### src/rtl/crc_frame_serializer_pkg.sv
// Shared types and constants for the CRC-32 frame serializer and its helpers.
package crc_pkg;
  localparam int CRC_W  = 32;
  localparam int BYTE_W = 8;
  localparam logic [CRC_W-1:0] CRC32_CHECK_VALUE = 32'hCBF43926;

  typedef enum logic [2:0] {
    IDLE   = 3'd0,
    START  = 3'd1,
    SHIFT  = 3'd2,
    GAP    = 3'd3,
    SETTLE = 3'd4,
    DONE   = 3'd5
  } state_e;
endpackage

### src/rtl/crc_byte_hold.sv
// One-entry hold register with valid/ready on the input and a drain strobe on the output.
module crc_byte_hold #(
  parameter int W = 9
) (
  input  logic         clk,
  input  logic         rst,
  input  logic [W-1:0] i_data,
  input  logic         i_valid,
  output logic         o_ready,
  input  logic         i_drain,
  output logic         o_full,
  output logic [W-1:0] o_data
);
  logic         r_full;
  logic [W-1:0] r_data;
  logic         w_load;

  // Ready is held low during reset so every output reads 0 while rst is high.
  assign o_ready = !r_full && !rst;
  assign w_load  = i_valid && o_ready;
  assign o_full  = r_full;
  assign o_data  = r_data;

  always_ff @(posedge clk) begin
    if (rst) begin
      r_full <= 1'b0;
      r_data <= '0;
    end else begin
      if (w_load) begin
        r_data <= i_data;
        r_full <= 1'b1;
      end else if (i_drain) begin
        r_full <= 1'b0;
      end
    end
  end
endmodule

### src/rtl/crc_frame_serializer.sv
// Serializes a framed byte stream into a serial CRC-32 generator and captures the result.
// Define CRC_FRAME_SERIALIZER_MSB_FIRST_EN to shift bytes out MSB-first instead of LSB-first.
import crc_pkg::*;

module crc_frame_serializer #(
  parameter int SETTLE_CYCLES = 2,
  parameter int CNT_W         = 16
) (
  input  logic             clk,
  input  logic             rst,
  input  logic [BYTE_W-1:0] s_data,
  input  logic             s_valid,
  input  logic             s_last,
  output logic             s_ready,
  output logic             crc_new_message,
  output logic             crc_enable,
  output logic             crc_data,
  input  logic [CRC_W-1:0] crc_in,
  output logic [CRC_W-1:0] frame_crc,
  output logic             frame_crc_valid,
  output logic [CNT_W-1:0] frame_bytes,
  output logic             busy
);
  localparam int SW = (SETTLE_CYCLES > 1) ? $clog2(SETTLE_CYCLES) : 1;

  state_e              r_state;
  logic [BYTE_W-1:0]   r_shift;
  logic                r_cur_last;
  logic [2:0]          r_bit;
  logic [CNT_W-1:0]    r_bytes;
  logic [SW-1:0]       r_settle;
  logic [CRC_W-1:0]    r_frame_crc;
  logic [CNT_W-1:0]    r_frame_bytes;

  logic                w_hold_full;
  logic [BYTE_W:0]     w_hold_q;
  logic                w_drain;
  logic                w_bit_last;
  logic                w_tx_bit;
  logic [BYTE_W-1:0]   w_shift_nxt;

  crc_byte_hold #(.W(BYTE_W + 1)) u_hold (
    .clk     (clk),
    .rst     (rst),
    .i_data  ({s_last, s_data}),
    .i_valid (s_valid),
    .o_ready (s_ready),
    .i_drain (w_drain),
    .o_full  (w_hold_full),
    .o_data  (w_hold_q)
  );

`ifdef CRC_FRAME_SERIALIZER_MSB_FIRST_EN
  assign w_tx_bit    = r_shift[BYTE_W-1];
  assign w_shift_nxt = {r_shift[BYTE_W-2:0], 1'b0};
`else
  assign w_tx_bit    = r_shift[0];
  assign w_shift_nxt = {1'b0, r_shift[BYTE_W-1:1]};
`endif

  assign w_bit_last = (r_bit == 3'd7);
  // Hold drains whenever a byte moves into the shift register; next-frame bytes wait for DONE.
  assign w_drain = (r_state == START) ||
                   (r_state == GAP && w_hold_full) ||
                   (r_state == SHIFT && w_bit_last && !r_cur_last && w_hold_full);

  assign crc_new_message = (r_state == START);
  assign crc_enable      = (r_state == SHIFT);
  assign crc_data        = (r_state == SHIFT) && w_tx_bit;
  assign frame_crc_valid = (r_state == DONE);
  assign frame_crc       = r_frame_crc;
  assign frame_bytes     = r_frame_bytes;
  assign busy            = (r_state != DONE) && ((r_state != IDLE) || w_hold_full);

  always_ff @(posedge clk) begin
    if (rst) begin
      r_state       <= IDLE;
      r_shift       <= '0;
      r_cur_last    <= 1'b0;
      r_bit         <= '0;
      r_bytes       <= '0;
      r_settle      <= '0;
      r_frame_crc   <= '0;
      r_frame_bytes <= '0;
    end else begin
      if (w_drain) begin
        r_shift    <= w_hold_q[BYTE_W-1:0];
        r_cur_last <= w_hold_q[BYTE_W];
        r_bit      <= '0;
      end else if (r_state == SHIFT) begin
        r_shift <= w_shift_nxt;
        r_bit   <= r_bit + 3'd1;
      end

      case (r_state)
        IDLE:  if (w_hold_full) r_state <= START;
        START: begin
          r_bytes <= '0;
          r_state <= SHIFT;
        end
        SHIFT: if (w_bit_last) begin
          if (r_bytes != {CNT_W{1'b1}}) r_bytes <= r_bytes + CNT_W'(1);
          if (r_cur_last) begin
            r_settle <= '0;
            r_state  <= SETTLE;
          end else if (!w_hold_full) begin
            r_state <= GAP;
          end
        end
        GAP:   if (w_hold_full) r_state <= SHIFT;
        SETTLE: begin
          if (r_settle == SW'(SETTLE_CYCLES - 1)) begin
            r_frame_crc   <= crc_in;
            r_frame_bytes <= r_bytes;
            r_state       <= DONE;
          end else begin
            r_settle <= r_settle + SW'(1);
          end
        end
        DONE:    r_state <= w_hold_full ? START : IDLE;
        default: r_state <= IDLE;
      endcase
    end
  end
endmodule

### config.mk
export PLATFORM = sky130hd
export DESIGN_NAME = crc_frame_serializer
export DESIGN_NICKNAME = d
export VERILOG_FILES = /design/src/rtl/crc_frame_serializer_pkg.sv /design/src/rtl/crc_byte_hold.sv /design/src/rtl/crc_frame_serializer.sv
export SDC_FILE = /design/constraint.sdc
export NUM_CORES = 1
export LEC_CHECK = 0
export ABC_AREA = 1
export ABC_CLOCK_PERIOD_IN_PS = 2000
export BUFFER_PORTS_ARGS = -buffer_cell sky130_fd_sc_hd__clkbuf_2
export CELL_PAD_IN_SITES_DETAIL_PLACEMENT = 0
export CELL_PAD_IN_SITES_GLOBAL_PLACEMENT = 2
export CORE_MARGIN = 10
export CORE_UTILIZATION = 31
export DETAILED_ROUTE_END_ITERATION = 10
export PLACE_DENSITY = 0.93
export SYNTH_ARGS = -nofsm -noshare
export SYNTH_HDL_FRONTEND = slang
export SYNTH_SLANG_ARGS = --single-unit
### constraint.sdc
create_clock -name clk -period 2 [get_ports clk]
set_input_delay 0.2 -clock clk [delete_from_list [all_inputs] [get_ports clk]]
set_output_delay 0.2 -clock clk [all_outputs]
set_load 0.01 [all_outputs]
# After elaboration in Yosys (flattened, before gate mapping)
# Cells that the tools add are included.
[word_totals]
word_cells = 72
output_inout_bits = 54
input_bits = 44
ff_bits = 90
[op_classes]
n_eq_ne = 15
n_reduce_logical = 25
n_mux = 19
addsub = 3
[op_table]
columns = ["op", "count"]
rows = [
  ["16-bit 2-to-1 mux", 2],
  ["16-bit case mux with 2 select lines", 1],
  ["3-bit 2-to-1 mux", 6],
  ["3-bit case mux with 6 select lines", 1],
  ["16-bit by 1-bit adder with 16-bit output, second input constant", 1],
  ["8-bit 2-to-1 mux", 2],
  ["16-bit inequality test, second input constant", 1],
  ["2-bit by 1-bit inequality test with 1-bit output, second input constant", 5],
  ["3-bit equality test, second input constant", 3],
  ["1-bit logical AND", 8],
  ["2-bit nonzero test", 4],
  ["3-bit by 2-bit equality test with 1-bit output, second input constant", 2],
  ["1-bit 2-to-1 mux", 6],
  ["3-bit inequality test, second input constant", 2],
  ["3-bit AND reduction", 2],
  ["5-bit AND reduction", 1],
  ["3-bit by 1-bit adder with 3-bit output, second input constant", 1],
  ["3-bit by 1-bit equality test with 1-bit output, second input constant", 1],
  ["1-bit zero test", 3],
  ["3-bit zero test", 1],
  ["1-bit logical OR", 3],
  ["3-bit nonzero test", 1],
  ["2-bit inequality test, second input constant", 1],
  ["1-bit case mux with 2 select lines", 1],
  ["other kinds (3)", 3],
]

# Logic depth before layout (Yosys ltp)
# Gate-level depths: netlist (run 1).
[logic_depth]
word_depth = 7
mapped_depth = 11
mapped_depth_nobuf = 11

# Cells and area by module
# Synthesis (run 1) repeated with hierarchy kept, for this count alone.
[unflattened]
cells_unflattened = 582
hier_area_um2 = 4077.7
[modules_own_cells]
columns = ["mod", "instances", "seq_area_each_um2", "area_per_inst_um2", "cells_per_inst"]
rows = [
  ["crc_frame_serializer", 1, 1601.5, 3648.5, 519],
  ["crc_byte_hold", 1, 200.2, 429.2, 63],
]

# Least setup slack after synthesis (run 1)
# OpenSTA, ideal clock, no wires.
[synth_path]
path_kind = "flip-flop to flip-flop"
start = "reg r_bytes[1]"
end = "reg r_bytes[6]"
n_path_buf = 0
path_slack_ps = 610
arrival_time_ps = 1281
synth_period_minus_slack_ps = 1390
setup_time_ps = 109
stages_incl_launch_ff = 11
t_required_ps = 1891
cell_sequence = "dfxtp_1 > ha_1 > nand2_1 > nor2_1 > nand3_1 > nor2_1 > nor2_2 > nand2_1 > nand2_1 > nand2_1 > inv_1"
[synth_via]
elab_chain_cells = 4
word_cells_on_any_way = 7
cone_classes = "add/sub (1); eq/ne (2); mux (3); reduce/logical (1)"
[synth_rtl]
columns = ["element", "line", "source"]
rows = [
  ["start: declaration", "crc_frame_serializer.sv:30", "logic [CNT_W-1:0] r_bytes;"],
  ["start signal: assignment", "crc_frame_serializer.sv:102", "if (r_bytes != {CNT_W{1'b1}}) r_bytes <= r_bytes + CNT_W'(1);"],
  ["16-bit by 1-bit adder with 16-bit output", "crc_frame_serializer.sv:102", ""],
  ["16-bit 2-to-1 mux", "crc_frame_serializer.sv:102", ""],
  ["16-bit 2-to-1 mux", "crc_frame_serializer.sv:101", "SHIFT: if (w_bit_last) begin"],
  ["16-bit case mux with 2 select lines", "crc_frame_serializer.sv:95", "case (r_state)"],
]
# Parallel ways exist; a longest one is shown, timed or not. The select of a mux whose other input is x is not followed.
# A chain may end at the register's enable or synchronous reset.

# Worst setup path after layout (run 1)
[layout_path]
start = "reg r_state[0]"
end = "out crc_enable"
[layout_via]
elab_chain_cells = 1
[layout_rtl]
columns = ["element", "line", "source"]
rows = [
  ["start: declaration", "crc_frame_serializer.sv:26", "state_e r_state;"],
  ["start signal: assignment", "crc_frame_serializer.sv:120", "DONE: r_state <= w_hold_full ? START : IDLE;"],
  ["3-bit by 2-bit equality test with 1-bit output", "crc_frame_serializer.sv:68", "assign crc_enable = (r_state == SHIFT);"],
  ["end: declaration", "crc_frame_serializer.sv:16", "output logic crc_enable,"],
]
# No other way between the ends.

==> flow_summary.toml, run 1 <==
[clocking]
numCtsBuffers = 9
clockRootBuffer = "clkbuf_16"
cts_tree = "built"
cts_resized = 0
htreeDepth = 3
post_cts_buffers = 0
path_clk_slew_ns = 0.06
clock_latency_ns = 0.34
cts_buffer_depth = 2
clkSinkCount = 90
ctsHoldBuffers = 0

[logic_synthesis]
ys_warn_count = 0
yosysTopAreaCell = "dfxtp_1"
syn_area_per_cell_sq_um = 6.979
synth-seq-cells = 90
syn_inst = 571
synth_nets = 618
synth-seq-area-share_pct = 45.21
netlist_area_sq_mm = 0.003985
synth_area_leaders = "dfxtp_1 (45%), nand2_1 (15%), nand3_1 (9.8%)"
yosysUniqueCellTypes = 33
synth_top_area_share_pct = 45.21

[routing]
drc = 0
drtAntennaViolNets = 0
vias = 3891
first_pass_iters = 4
drt_wl_total_mm = 10.97
drt_iter0_markers = 159
avgRoutedWirePerCell_um = 13.08
viasPerCell = 4.638

[floorplan]
die-area_sq_mm = 0.01779
std_cell_rows = 41
initial_core_util_pct = 31.58
core_sq_mm = 0.01262
fp.dieH_um = 133.4
die_x_um = 133.4
pin_count = 98

[setup_path]
cp-startpoint = "r_state[0]"
reg2reg_depth = 7
cp.required_ns = 1.80
end_kind = "primary output"
cpPeakStageDelay_ns = 0.41
crit_chain = "nor3_4 > buf_4 > clkbuf_2"
critPathKind = "flop to primary output"
startpoint_type = "flop"
slowest_stage = "dfxtp_1"
crit_end = "crc_enable"
worst-path-max-fanout = 10
r2r-start = "r_state[0]"
arrival_ns = 1.55
crit_cells = 3
reg2reg_slack_ns = 0.26
reg2reg_to = "frame_crc[13]"
worst-path-buf-inv = 2
cpLargestDelayFamily = "flip-flops"

[placed_design]
gp_congestion = 0.8476
placed_area_sq_mm = 0.004678
portBuffers = 97
post-dp-hpwl_mm = 8.133
pre_cts_slack_ns = 0.2614

[timing]
finalSetupViolCount = 0
worstMarginPinSlew_ns = 0.5458
period_share_pct = 87.45
fmax_mhz = 571.7
grt_setup_unrepaired = "false"
hold-worst-slack_ns = 0.05288
slew_headroom_pct = 63.61
finalSetupTns_ns = 0
finClkSkew_ns = 0.007993
final.setup.worst_slack_ns = 0.2509
hold_violations = 0
period_minus_slack_ns = 1.749
slew_violations = 0

[power]
p_switching_uw = 1485
sequentialPowerShare_pct = 41.4
p_per_area_mw_per_mm2 = 949.5
power_uw = 4729
p_int_uw = 3245
p_sw_share_pct = 31.40
combPwrFrac_pct = 22.6
ir_drop_uv = 672.2
leakage_uw = 0.002094
clkPwrFrac_pct = 36.0

[global_route]
track_usage_pct = 12.44
grt-ovfl-total = 0
grt_pass1_vias = 3703
grt_max_degree = 53
grt_pass1_wl_mm = 18.56
antenna_found_initial = 0

[layout]
fin_nets = 709
final_area_sq_mm = 0.004981
mostFrequentLayoutCells = "nand2_1 (164), clkbuf_2 (97), dfxtp_1 (89)"
final_common_cell = "nand2_1"
antenna_cells = 0
drive_gt1_share_pct = 21.74
syn2layout_area_growth_pct = 24.99

[run_status]
status = "complete, no violations"

[hold_path]
min_path_type = "input port to flop"
hold-path-cell-count = 3

[run]
maxCapViolations = 0
## through the flow
stage / utilization, % / std cells
detailed placement: 37.07 / 823
global route: 39.47 / 839
floorplan: - / 571
finish: 39.47 / 839
CTS: 39.47 / 839
global placement: 37.07 / 823
## worst min-delay path by stage
stage / start / to / slack, ns
after global placement: s_data[0] / u_hold.o_data[0] / 0.40
after global routing: s_data[3] / u_hold.o_data[3] / 0.07
after floorplan: s_data[0] / u_hold.o_data[0] / 0.31
after CTS: s_data[0] / u_hold.o_data[0] / 0.04
after detailed placement: s_data[0] / u_hold.o_data[0] / 0.40
final: s_data[0] / u_hold.o_data[0] / 0.05
## power groups by stage
stage	logic [uW]	clock network (uW)	registers [uW]
global placement	1070	0	1990
floorplan	787	0	1970
finish	1070	1700	1960
CTS	1080	1760	1960
detailed placement	1080	0	2000
global route	1210	1850	1970
## worst register-to-register path: stages, from the launching register on
cell     delay [ns]
dfxtp_1        0.53
nor2_1         0.14
nand2_1        0.13
inv_2          0.06
nand2_1        0.33
buf_4          0.27
nand2_1        0.07
a21oi_1        0.14
## Yosys cell counts
master / n
nand2_1: 164
dfxtp_1: 90
nand3_1: 78
a21oi_1: 74
nor2_1: 44
inv_1: 37
clkbuf_1: 20
o21ai_0: 13
buf_2: 9
nand2_2: 5
nand4_1: 5
nor3_1: 4
ha_1: 3
inv_2: 3
nand3b_1: 2
or2_2: 2
xor2_1: 2
a22oi_1: 1
and2_1: 1
and3_1: 1
buf_4: 1
buf_6: 1
clkinv_2: 1
nand2_4: 1
nand3_2: 1
nand4_2: 1
nor2_2: 1
nor2_4: 1
nor3_4: 1
o211ai_1: 1
o21bai_1: 1
o22ai_1: 1
xnor2_1: 1
## cell families (layout without fill, tap and decap cells)
family / Yosys count / after routing / synth area share, %
DFF: 90 / 90 / 45.21
adders and majority gates: 3 / 3 / 0.9420
xor gates and xnor gates: 3 / 3 / 0.6595
buffers and inverters: 72 / 168 / 7.378
and+or+nand+nor: 312 / 312 / 34.16
AOI/OAI and AO/OA: 91 / 91 / 11.65
## layout make-up
class / count / area, sq um
sequential: 90 / 1803
multi-input combinational: 409 / 1889
inverter: 41 / 155.1
tap: 172 / 215.2
fill: 1350 / 7639
timing repair buffer: 111 / 615.6
clock inverter: 6 / 63.81
clock buffer: 10 / 239.0
## routing by layer
layer / track usage (%) / vias up / part of all wire [%]
li1: - / 2049 / -
met1: 14.89 / 1751 / 46
met4: 2.418 / 0 / 0.71
met3: 5.226 / 8 / 6.4
met5: 0 / - / 0
met2: 20.43 / 83 / 47
## flip-flops by register name, summed over array words and instances, names as in the netlist
| signal | count |
|---|---|
| frame_bytes | 16 |
| frame_crc | 32 |
| r_bit | 3 |
| r_bytes | 16 |
| r_cur_last | 1 |
| r_settle | 1 |
| r_shift | 8 |
| r_state | 3 |
| u_hold.o_data | 9 |
| u_hold.o_full | 1 |
(Power assumes the default switching activity.)
==> run 2, diff against run 1 <==
--- a/config.mk
+++ b/config.mk
@@ -13,7 +13,7 @@
 export CORE_MARGIN = 10
 export CORE_UTILIZATION = 31
 export DETAILED_ROUTE_END_ITERATION = 10
-export PLACE_DENSITY = 0.93
+export PLACE_DENSITY = 0.95
 export SYNTH_ARGS = -nofsm -noshare
 export SYNTH_HDL_FRONTEND = slang
 export SYNTH_SLANG_ARGS = --single-unit
==> flow_summary.toml, run 2 (synthesized netlist as in run 1, its figures left out) <==
[timing]
worstMarginPinSlew_ns = 0.5641
hold_violations = 0
finClkSkew_ns = 0.01048
slew_headroom_pct = 62.35
slew_violations = 0
grt_setup_unrepaired = "false"
finalSetupTns_ns = 0
period_share_pct = 88.91
fmax_mhz = 562.4
final.setup.worst_slack_ns = 0.2218
period_minus_slack_ns = 1.778
finalSetupViolCount = 0

[floorplan]
std_cell_rows = 41
die_x_um = 133.4
pin_count = 98
core_sq_mm = 0.01262
initial_core_util_pct = 31.58
fp.dieH_um = 133.4
die-area_sq_mm = 0.01779

[setup_path]
reg2reg_to = "u_hold.o_full"
arrival_ns = 1.58
crit_end = "crc_enable"
r2r-start = "r_state[0]"
startpoint_type = "flop"
critPathKind = "flop to primary output"
end_kind = "primary output"
cp.required_ns = 1.80
cp-startpoint = "r_state[0]"
reg2reg_slack_ns = 0.33
reg2reg_depth = 6
worst-path-max-fanout = 11

[routing]
drc = 0
vias = 3884
avgRoutedWirePerCell_um = 13.17
drtAntennaViolNets = 0
first_pass_iters = 4
drt_wl_total_mm = 11.04
viasPerCell = 4.635
drt_iter0_markers = 176

[clocking]
post_cts_buffers = 0
ctsHoldBuffers = 0
path_clk_slew_ns = 0.07
cts_buffer_depth = 2
numCtsBuffers = 9
clock_latency_ns = 0.34
clkSinkCount = 90
clockRootBuffer = "clkbuf_16"
cts_resized = 0
cts_tree = "built"
htreeDepth = 3

[layout]
antenna_cells = 0
drive_gt1_share_pct = 21.62
syn2layout_area_growth_pct = 24.05
mostFrequentLayoutCells = "nand2_1 (164), clkbuf_2 (97), dfxtp_1 (89)"
fin_nets = 708
largest_register_ffs = 32
nFillCells = 1367
final_common_cell = "nand2_1"

[power]
p_per_area_mw_per_mm2 = 935.2
leakage_uw = 0.002081
power_uw = 4623
ir_drop_uv = 593.4

[global_route]
grt_max_degree = 55
grt_pass1_wl_mm = 18.22
grt-ovfl-total = 0
antenna_found_initial = 0
track_usage_pct = 12.22
grt_pass1_vias = 3773

[placed_design]
post-dp-hpwl_mm = 8.129
portBuffers = 97
gp_congestion = 0.8494
pre_cts_slack_ns = 0.3206

[hold_path]
min_path_type = "input port to flop"

[run_status]
status = "complete, no violations"

[run]
maxCapViolations = 0
-- run 2: cell types whose count changed in the layout (fill, tap and decap cells not counted), sizes merged --
cell	change
inv	+2
buf	-1
bufinv	-1
clkinvlp	-1
-- run 2: critical path, stage by stage, from the launching register on --
cell and delay (ns):
dfxtp_1 0.40, nor3_4 0.45, buf_4 0.25, clkbuf_2 0.14
-- run 2: power breakdown --
| part | internal (uW) | total, uW | switching (uW) |
|---|---|---|---|
| Clock | 889 | 1620 | 731 |
| Combinational | 337 | 1040 | 707 |
| Sequential | 1890 | 1960 | 72.3 |
| Total | 3110 | 4620 | 1510 |
-- run 2: metrics by stage --
stage          hold WS [ns]  area [sq um]  utilization (%)  cells
6_report            0.05460          4943            39.17    838
3_3_place_gp         0.4121          4658            36.91    822
5_1_grt             0.07084          4943            39.17    838
3_5_place_dp         0.4098          4658            36.91    822
2_1_floorplan        0.3105          3985                -    571
4_1_cts             0.04940          4943            39.17    838
-- run 2: metal layers --
layer  GRT usage (%)  vias up  share of wire, %
met2           20.51       81                48
met4           3.144        0              0.36
met1           14.31     1765                45
li1                -     2033                 -
met5               0        -                 0
met3           4.586        5               5.9
-- run 2: worst min path at each step --
| stage | startpoint | end | slack (ns) | cells past startpoint |
|---|---|---|---|---|
| 4_1_cts | s_data[7] | u_hold.o_data[7] | 0.05 | 3 |
| 5_1_grt | s_data[3] | u_hold.o_data[3] | 0.07 | 3 |
| 2_1_floorplan | s_data[0] | u_hold.o_data[0] | 0.31 | 2 |
| 3_5_place_dp | s_data[7] | u_hold.o_data[7] | 0.41 | 3 |
| 3_3_place_gp | s_data[7] | u_hold.o_data[7] | 0.41 | 3 |
| 6_report | s_data[7] | u_hold.o_data[7] | 0.05 | 3 |
-- run 2: area by class of cell --
class | instances | area, sq um | share of cell area [%]
Sequential cell | 90 | 1803 | 36.47
Tap cell | 172 | 215.2 | 4.353
Clock inverter | 6 | 46.29 | 0.9365
Multi-Input combinational cell | 409 | 1889 | 38.22
Clock buffer | 10 | 239.0 | 4.834
Inverter | 41 | 155.1 | 3.138
Timing Repair Buffer | 110 | 595.6 | 12.05
==> run 3, diff against run 2 <==
--- a/config.mk
+++ b/config.mk
@@ -8,12 +8,10 @@
 export ABC_AREA = 1
 export ABC_CLOCK_PERIOD_IN_PS = 2000
 export BUFFER_PORTS_ARGS = -buffer_cell sky130_fd_sc_hd__clkbuf_2
-export CELL_PAD_IN_SITES_DETAIL_PLACEMENT = 0
-export CELL_PAD_IN_SITES_GLOBAL_PLACEMENT = 2
 export CORE_MARGIN = 10
-export CORE_UTILIZATION = 31
+export CORE_UTILIZATION = 43
 export DETAILED_ROUTE_END_ITERATION = 10
-export PLACE_DENSITY = 0.95
+export PLACE_DENSITY = 0.77
 export SYNTH_ARGS = -nofsm -noshare
 export SYNTH_HDL_FRONTEND = slang
 export SYNTH_SLANG_ARGS = --single-unit
==> flow_summary.toml, run 3 (synthesized netlist as in run 1, its figures left out) <==
[floorplan]
die-area_sq_mm = 0.01352
fp.dieH_um = 116.3
std_cell_rows = 35
pin_count = 98
core_sq_mm = 0.009153
initial_core_util_pct = 43.54
die_x_um = 116.3

[clocking]
cts_tree = "built"
ctsHoldBuffers = 0
post_cts_buffers = 0
clockRootBuffer = "clkbuf_8"
numCtsBuffers = 9
htreeDepth = 3
cts_resized = 1
clkSinkCount = 90
clock_latency_ns = 0.36
cts_buffer_depth = 2
path_clk_slew_ns = 0.10

[power]
ir_drop_uv = 516.4
p_per_area_mw_per_mm2 = 912.8
power_uw = 4385
leakage_uw = 0.002043

[routing]
first_pass_iters = 5
drt_wl_total_mm = 10.42
drtAntennaViolNets = 0
viasPerCell = 5.108
vias = 3959
drc = 0
drt_iter0_markers = 311
avgRoutedWirePerCell_um = 13.45

[placed_design]
portBuffers = 97
gp_congestion = 0.9234
post-dp-hpwl_mm = 7.667

[global_route]
track_usage_pct = 15.16
grt_pass1_vias = 3732
antenna_found_initial = 0
grt-ovfl-total = 0
grt_max_degree = 56
grt_pass1_wl_mm = 17.02

[layout]
antenna_cells = 0
mostFrequentLayoutCells = "nand2_1 (163), clkbuf_2 (97), dfxtp_1 (90)"
largest_register_ffs = 32
drive_gt1_share_pct = 21.39
fin_nets = 706
syn2layout_area_growth_pct = 20.53
final_common_cell = "nand2_1"

[timing]
period_minus_slack_ns = 1.848
finalSetupViolCount = 0
worstMarginPinSlew_ns = 0.5288
period_share_pct = 92.42
hold_violations = 0
finalSetupTns_ns = 0
grt_setup_unrepaired = "false"
fmax_mhz = 541.0
slew_violations = 0
finClkSkew_ns = 0.01056
slew_headroom_pct = 64.71

[setup_path]
end_kind = "primary output"
worst-path-max-fanout = 12
cp.required_ns = 1.80
startpoint_type = "flop"
arrival_ns = 1.65
critPathKind = "flop to primary output"

[run]
maxCapViolations = 0

[hold_path]
min_path_type = "input port to flop"

[run_status]
status = "complete, no violations"
==> run 3: layout make-up <==
class                           instances  area, sq um
Tap cell                              111        138.9
Inverter                               41        155.1
Clock buffer                            9        123.9
Timing Repair Buffer                  108        593.1
Multi-Input combinational cell        409         1892
Fill cell                             884         4349
Sequential cell                        90         1802
Clock inverter                          7        98.84
==> run 3: where the power goes <==
group	leakage, uW	switching [uW]	total, uW	internal, uW
Sequential	0.000728	76.0	1960	1890
Combinational	0.00121	707	1040	328
Clock	0.000111	673	1390	715
==> run 3: metrics by stage <==
| stage | utilization [%] | hold slack (ns) | setup slack, ns | cell area [sq um] | cells |
|---|---|---|---|---|---|
| 3_5_place_dp | 50.02 | 0.3995 | 0.2511 | 4578 | 759 |
| 6_report | 52.48 | 0.02707 | 0.1516 | 4803 | 775 |
| 5_1_grt | 52.48 | 0.03596 | 0.03439 | 4803 | 775 |
| 3_3_place_gp | 50.02 | 0.3960 | 0.2836 | 4578 | 759 |
| 4_1_cts | 52.48 | 0.01055 | 0.1170 | 4803 | 775 |
| 2_1_floorplan | - | 0.3105 | 0.6102 | 3985 | 571 |
==> run 3: path summary, 6_finish.rpt <==
check                        start          endpoint  slack (ns)  cells past startpoint
setup / recovery        r_state[0]        crc_enable        0.15                      3
setup reg to reg        r_state[0]     u_hold.o_full        0.25                      6
hold / removal           s_data[3]  u_hold.o_data[3]        0.03                      3
hold reg to reg   u_hold.o_data[4]  u_hold.o_data[4]        0.46                      2
==> run 3: per-layer routing <==
metal  vias to the layer above  wire, um  GRT usage [%]
li1                       2034         -              -
met1                      1798      4417          17.58
met2                       115      5147          26.43
met3                        12       746          4.058
met4                         0       112          4.921
met5                         -         0              0
==> run 3: critical path: stages (launching register included) <==
cell      delay (ns)
dfxtp_1         0.41
nor3_4          0.49
buf_4           0.25
clkbuf_2        0.14
